--- config.mk ---
export PLATFORM = sky130hd
export DESIGN_NAME = instruction_fetch_decode
export DESIGN_NICKNAME = d
export VERILOG_FILES = /design/src/rtl/instruction_fetch_decode.sv
export SDC_FILE = /design/constraint.sdc
export NUM_CORES = 1
export LEC_CHECK = 0
export ABC_CLOCK_PERIOD_IN_PS = 3800
export CORE_MARGIN = 1.5
export CORE_UTILIZATION = 49
export CTS_BUF_LIST = sky130_fd_sc_hd__clkbuf_4 sky130_fd_sc_hd__clkbuf_8
export DETAILED_ROUTE_END_ITERATION = 8
export HOLD_SLACK_MARGIN = 0.06
export PLACE_DENSITY = 0.88
export SYNTH_ARGS = -nofsm -noshare
export SYNTH_HDL_FRONTEND = slang
export SYNTH_SLANG_ARGS = --single-unit
--- constraint.sdc ---
create_clock -name clk -period 3.8 [get_ports clk]
set_input_delay 0.57 -clock clk [delete_from_list [all_inputs] [get_ports clk]]
set_output_delay 0.57 -clock clk [all_outputs]
set_load 0.02 [all_outputs]
--- src/rtl/instruction_fetch_decode.sv ---
// Sequential fetch/decode front end: fetches one word per turn over req/ack,
// presents the decoded fields, and waits for exec_done before refetching.
module instruction_fetch_decode #(
  parameter int unsigned PC_WIDTH  = 8,
  parameter int unsigned RESET_PC  = 0,
  parameter int unsigned CNT_WIDTH = 16
) (
  input  logic                 clk,
  input  logic                 rst,
  output logic                 imem_req,
  output logic [PC_WIDTH-1:0]  imem_addr,
  input  logic                 imem_ack,
  input  logic [31:0]          imem_rdata,
  input  logic [PC_WIDTH-1:0]  nextpc,
  input  logic                 exec_done,
  output logic [PC_WIDTH-1:0]  pc,
  output logic                 instr_valid,
  output logic [1:0]           instr_type,
  output logic [5:0]           opc,
  output logic [4:0]           rs,
  output logic [4:0]           rt,
  output logic [4:0]           rd,
  output logic [4:0]           shamt,
  output logic [5:0]           funct,
  output logic [15:0]          imm,
  output logic [25:0]          iindex,
  output logic                 halted,
  output logic [CNT_WIDTH-1:0] issue_count
);

  typedef enum logic [2:0] {
    S_IDLE   = 3'd0,
    S_FETCH  = 3'd1,
    S_DECODE = 3'd2,
    S_ISSUE  = 3'd3,
    S_HALT   = 3'd4
  } state_e;

  localparam logic [1:0] T_I    = 2'b00;
  localparam logic [1:0] T_R    = 2'b01;
  localparam logic [1:0] T_J    = 2'b10;
  localparam logic [1:0] T_HALT = 2'b11;

  state_e                 state_q, state_d;
  logic [PC_WIDTH-1:0]    pc_q, pc_d;
  logic [31:0]            ir_q, ir_d;
  logic [31:0]            dec_q, dec_d;
  logic [1:0]             type_q, type_d;
  logic                   halted_q, halted_d;
  logic [CNT_WIDTH-1:0]   cnt_q, cnt_d;
  logic [1:0]             ir_type;
  logic [CNT_WIDTH-1:0]   cnt_inc;

  // Instruction class from the raw opcode held in the instruction register
  always_comb begin
    case (ir_q[31:26])
      6'b000000:           ir_type = T_R;
      6'b000010, 6'b000011: ir_type = T_J;
      6'b111111:           ir_type = T_HALT;
      default:             ir_type = T_I;
    endcase
  end

  assign cnt_inc = (cnt_q == {CNT_WIDTH{1'b1}}) ? cnt_q : cnt_q + CNT_WIDTH'(1);

  always_ff @(posedge clk or negedge rst) begin
    if (!rst) state_q <= S_IDLE;
    else      state_q <= state_d;
  end

  always_comb begin
    state_d = state_q;
    case (state_q)
      S_IDLE:   state_d = S_FETCH;
      S_FETCH:  if (imem_ack) state_d = S_DECODE;
      S_DECODE: state_d = (ir_type == T_HALT) ? S_HALT : S_ISSUE;
      S_ISSUE:  if (exec_done) state_d = S_FETCH;
      S_HALT:   state_d = S_HALT;
      default:  state_d = S_IDLE;
    endcase
  end

  always_comb begin
    imem_req    = 1'b0;
    instr_valid = 1'b0;
    case (state_q)
      S_FETCH: imem_req    = 1'b1;
      S_ISSUE: instr_valid = 1'b1;
      S_HALT:  instr_valid = 1'b1;
      default: ;
    endcase
  end

  // Datapath next-state: pc, instruction register, presented fields, status
  always_comb begin
    pc_d     = pc_q;
    ir_d     = ir_q;
    dec_d    = dec_q;
    type_d   = type_q;
    halted_d = halted_q;
    cnt_d    = cnt_q;
    case (state_q)
      S_FETCH: if (imem_ack) ir_d = imem_rdata;
      S_DECODE: begin
        dec_d  = ir_q;
        type_d = ir_type;
        if (ir_type == T_HALT) begin
          halted_d = 1'b1;
          cnt_d    = cnt_inc;
        end
      end
      S_ISSUE: if (exec_done) begin
        pc_d  = nextpc;
        cnt_d = cnt_inc;
      end
      default: ;
    endcase
  end

  always_ff @(posedge clk or negedge rst) begin
    if (!rst) begin
      pc_q     <= PC_WIDTH'(RESET_PC);
      ir_q     <= '0;
      dec_q    <= '0;
      type_q   <= '0;
      halted_q <= 1'b0;
      cnt_q    <= '0;
    end else begin
      pc_q     <= pc_d;
      ir_q     <= ir_d;
      dec_q    <= dec_d;
      type_q   <= type_d;
      halted_q <= halted_d;
      cnt_q    <= cnt_d;
    end
  end

  assign pc          = pc_q;
  assign imem_addr   = pc_q;
  assign instr_type  = type_q;
  assign opc         = dec_q[31:26];
  assign rs          = dec_q[25:21];
  assign rt          = dec_q[20:16];
  assign rd          = dec_q[15:11];
  assign shamt       = dec_q[10:6];
  assign funct       = dec_q[5:0];
  assign imm         = dec_q[15:0];
  assign iindex      = dec_q[25:0];
  assign halted      = halted_q;
  assign issue_count = cnt_q;

endmodule

==> results.toml <==
[drt]
via_per_inst = 5.05
first_iter_violations = 46
ant_nets = 0
wire_per_inst_um = 15.2
route.vias.total = 2641
wirelength_mm = 7.94
route.detailed.drc = 0
dr.pass1.iters = 4

[floorplanning]
die_width_um = 94.5
io_pins = 155
dieArea_um2 = 8940
num_rows = 33
start_util = 0.502
coreArea_um2 = 8180
die_h_um = 94.5

[synthesis]
syn_area_um2 = 4110
synth_cell_types = 31
synth_nets = 351
ys_ff_latch = 94
ys_async_sr_fraction = 1.00
ys.flop_type = "dfrtp_1"
ys_warn_count = 0
postSynthCellCount = 306
synth.avg_cell_area_um2 = 13.4
synth-edff-count = 0
yosysSeqAreaShare = 0.573

[finish]
antenna_cells = 0
drive_gt1_frac = 0.230
syn_to_final_growth_pct = 36.5
finalNonFillerCells = 523
finalInstanceArea_um2 = 5600
finalNetCount = 459

[power]
p_clk_frac = 0.141
switching_share = 0.366
power.density_nw_per_um2 = 904
p_leak_nw = 2.34
ir_worst_vdd_mv = 0.465
seq_power_share = 0.350
p_switching_mw = 1.86
combPwrFrac = 0.509
internal_power_mw = 3.21

[cts]
cts_tree = "done"
path_clk_slew_ps = 90
htree_levels = 3
clock-sinks = 94
cts-root-buf = "clkbuf_8"
cts_made_buffers = 9
cts_max_path_buffers = 2
cts.repair.resized = 0
post_cts_buffers = 0
clkLatencyLatePin_ps = 350
holdBufCountCts = 0

[global_routing]
globalRouteTotalUtil = 0.188
grt_pass1_vias = 2669
grt_max_degree = 82
antenna_found_initial = 0
overflow = 0
grt_pass1_wl_mm = 12.9

[place]
postPlaceCellArea_um2 = 5380
gp_congestion = 0.737
dp_hpwl_mm = 5.78
place_inst = 508
io_buffers = 154

[timing]
finClkSkew_ps = 15.2
tightest_slew_ps = 971
min_period_ps = 2370
max_slew_margin = 0.352
finalMaxSlewViolations = 0
setup_viol = 0
timing.hold.ws_ps = 388
timing.setup.tns_ps = 0
hold_viol = 0
timing.fmax_ghz = 0.422
finalCritPeriodShare = 0.623
rsz0062_at_grt = "false"

[worst_setup_path]
crit_required_ps = 4040
worstPathMaxFanout = 38
cp.arrival_ps = 2610
critPathKind = "reg -> reg"
worstSetupEndpointType = "flip-flop"
r2r_start = "state_q[0]$_DFFE_PN0P_"
r2r-end = "issue_count[1]$_DFFE_PN0P_"
reg2regPathDepth = 4
r2r_slack_ps = 1430
crit_path_start_kind = "flip-flop"

[run]
maxCapViolCount = 0

[outcome]
status = "completed"

[min_path]
hold_path_class = "in -> async"
kinds of logic after synthesis:
| kind of cell | share of synthesized area |
|---|---|
| buf+inv | 0.103 |
| fa+ha+maj | 0.00305 |
| compound gates | 0.0268 |
| simple gates | 0.0622 |
| flops | 0.573 |
| xor+xnor | 0.0320 |
| mux | 0.200 |
synthesized netlist by cell type (all sizes together) (3+ instances only):
library cell | instances | area, um2
nand2 | 14 | 52.6
nor3 | 3 | 15.0
a21oi | 4 | 20.0
xnor2 | 10 | 87.6
nor2 | 6 | 22.5
clkbuf | 6 | 22.5
mux2 | 73 | 822
buf | 54 | 395
nor2b | 4 | 25.0
xor2 | 5 | 43.8
dfrtp | 94 | 2350
nand4 | 6 | 37.5
and3 | 4 | 25.0
o21ai | 4 | 20.0
sequential cells by signal, summed over array words and instances (netlist names):
signal,cells
imem_addr,8
halted,1
state_q,3
ir_q,32
instr_type,2
issue_count,16
dec_q,32
final cells by class:
| class | count | area (um2) |
|---|---|---|
| Multi-Input combinational cell | 151 | 1330 |
| Inverter | 1 | 3.75 |
| Timing Repair Buffer | 157 | 1560 |
| Sequential cell | 94 | 2350 |
| Clock inverter | 5 | 83.8 |
| Fill cell | 588 | 2570 |
| Clock buffer | 10 | 138 |
| Tap cell | 105 | 131 |
worst max-delay path, cell delays in order, from the launching register on:
cell	delay [ps]
dfrtp_1	460
or3b_4	660
o41ai_4	490
o31a_2	300
mux2_2	350
power groups by stage:
stage	clock (mW)	combinational (mW)	sequential (mW)
2_1_floorplan	0	1.43	2.03
3_3_place_gp	0	2.55	1.77
3_5_place_dp	0	2.60	1.80
4_1_cts	0.735	2.61	1.78
5_1_grt	0.776	2.73	1.85
6_report	0.716	2.58	1.77
metal layers:
layer / vias to the layer above / routed length [um] / part of all wire / GRT usage
met2: 124 / 3930 / 0.50 / 0.318
met3: 10 / 672 / 0.085 / 0.0499
li1: 1218 / - / - / -
met4: 0 / 98 / 0.012 / 0.0634
met5: - / 0 / 0 / 0
met1: 1289 / 3240 / 0.41 / 0.235
how the worst max path moves through the flow:
stage	from	slack, ps	to
2_1_floorplan	state_q[0]$_DFFE_PN0P_	1700	ir_q[0]$_DFFE_PN0P_
3_3_place_gp	imem_ack	1480	ir_q[23]$_DFFE_PN0P_
3_5_place_dp	state_q[0]$_DFFE_PN0P_	1430	issue_count[1]$_DFFE_PN0P_
4_1_cts	state_q[0]$_DFFE_PN0P_	1430	issue_count[1]$_DFFE_PN0P_
5_1_grt	state_q[0]$_DFFE_PN0P_	1330	issue_count[7]$_DFFE_PN0P_
6_report	state_q[0]$_DFFE_PN0P_	1430	issue_count[1]$_DFFE_PN0P_
layout by cell type, fill, tap and decap left out, types with 4 or more instances in the layout:
cell type and count:
clkdlybuf4s50_1 153, dfrtp_1 94, mux2_2 73, nand2_1 14, xnor2_1 10, clkbuf_8 10
nor2_1 6, nand4_1 6, xor2_1 5, nor2b_1 4, o21ai_0 4, a21oi_1 4
and3_1 4, buf_4 4
per-stage QoR:
step / setup WS [ps] / power (mW) / utilization
floorplan: 1700 / 3.46 / -
finish: 1430 / 5.06 / 0.685
CTS: 1430 / 5.12 / 0.685
detailed placement: 1430 / 4.40 / 0.658
global placement: 1480 / 4.31 / 0.658
global route: 1330 / 5.35 / 0.685
(Power assumes the default switching activity.)
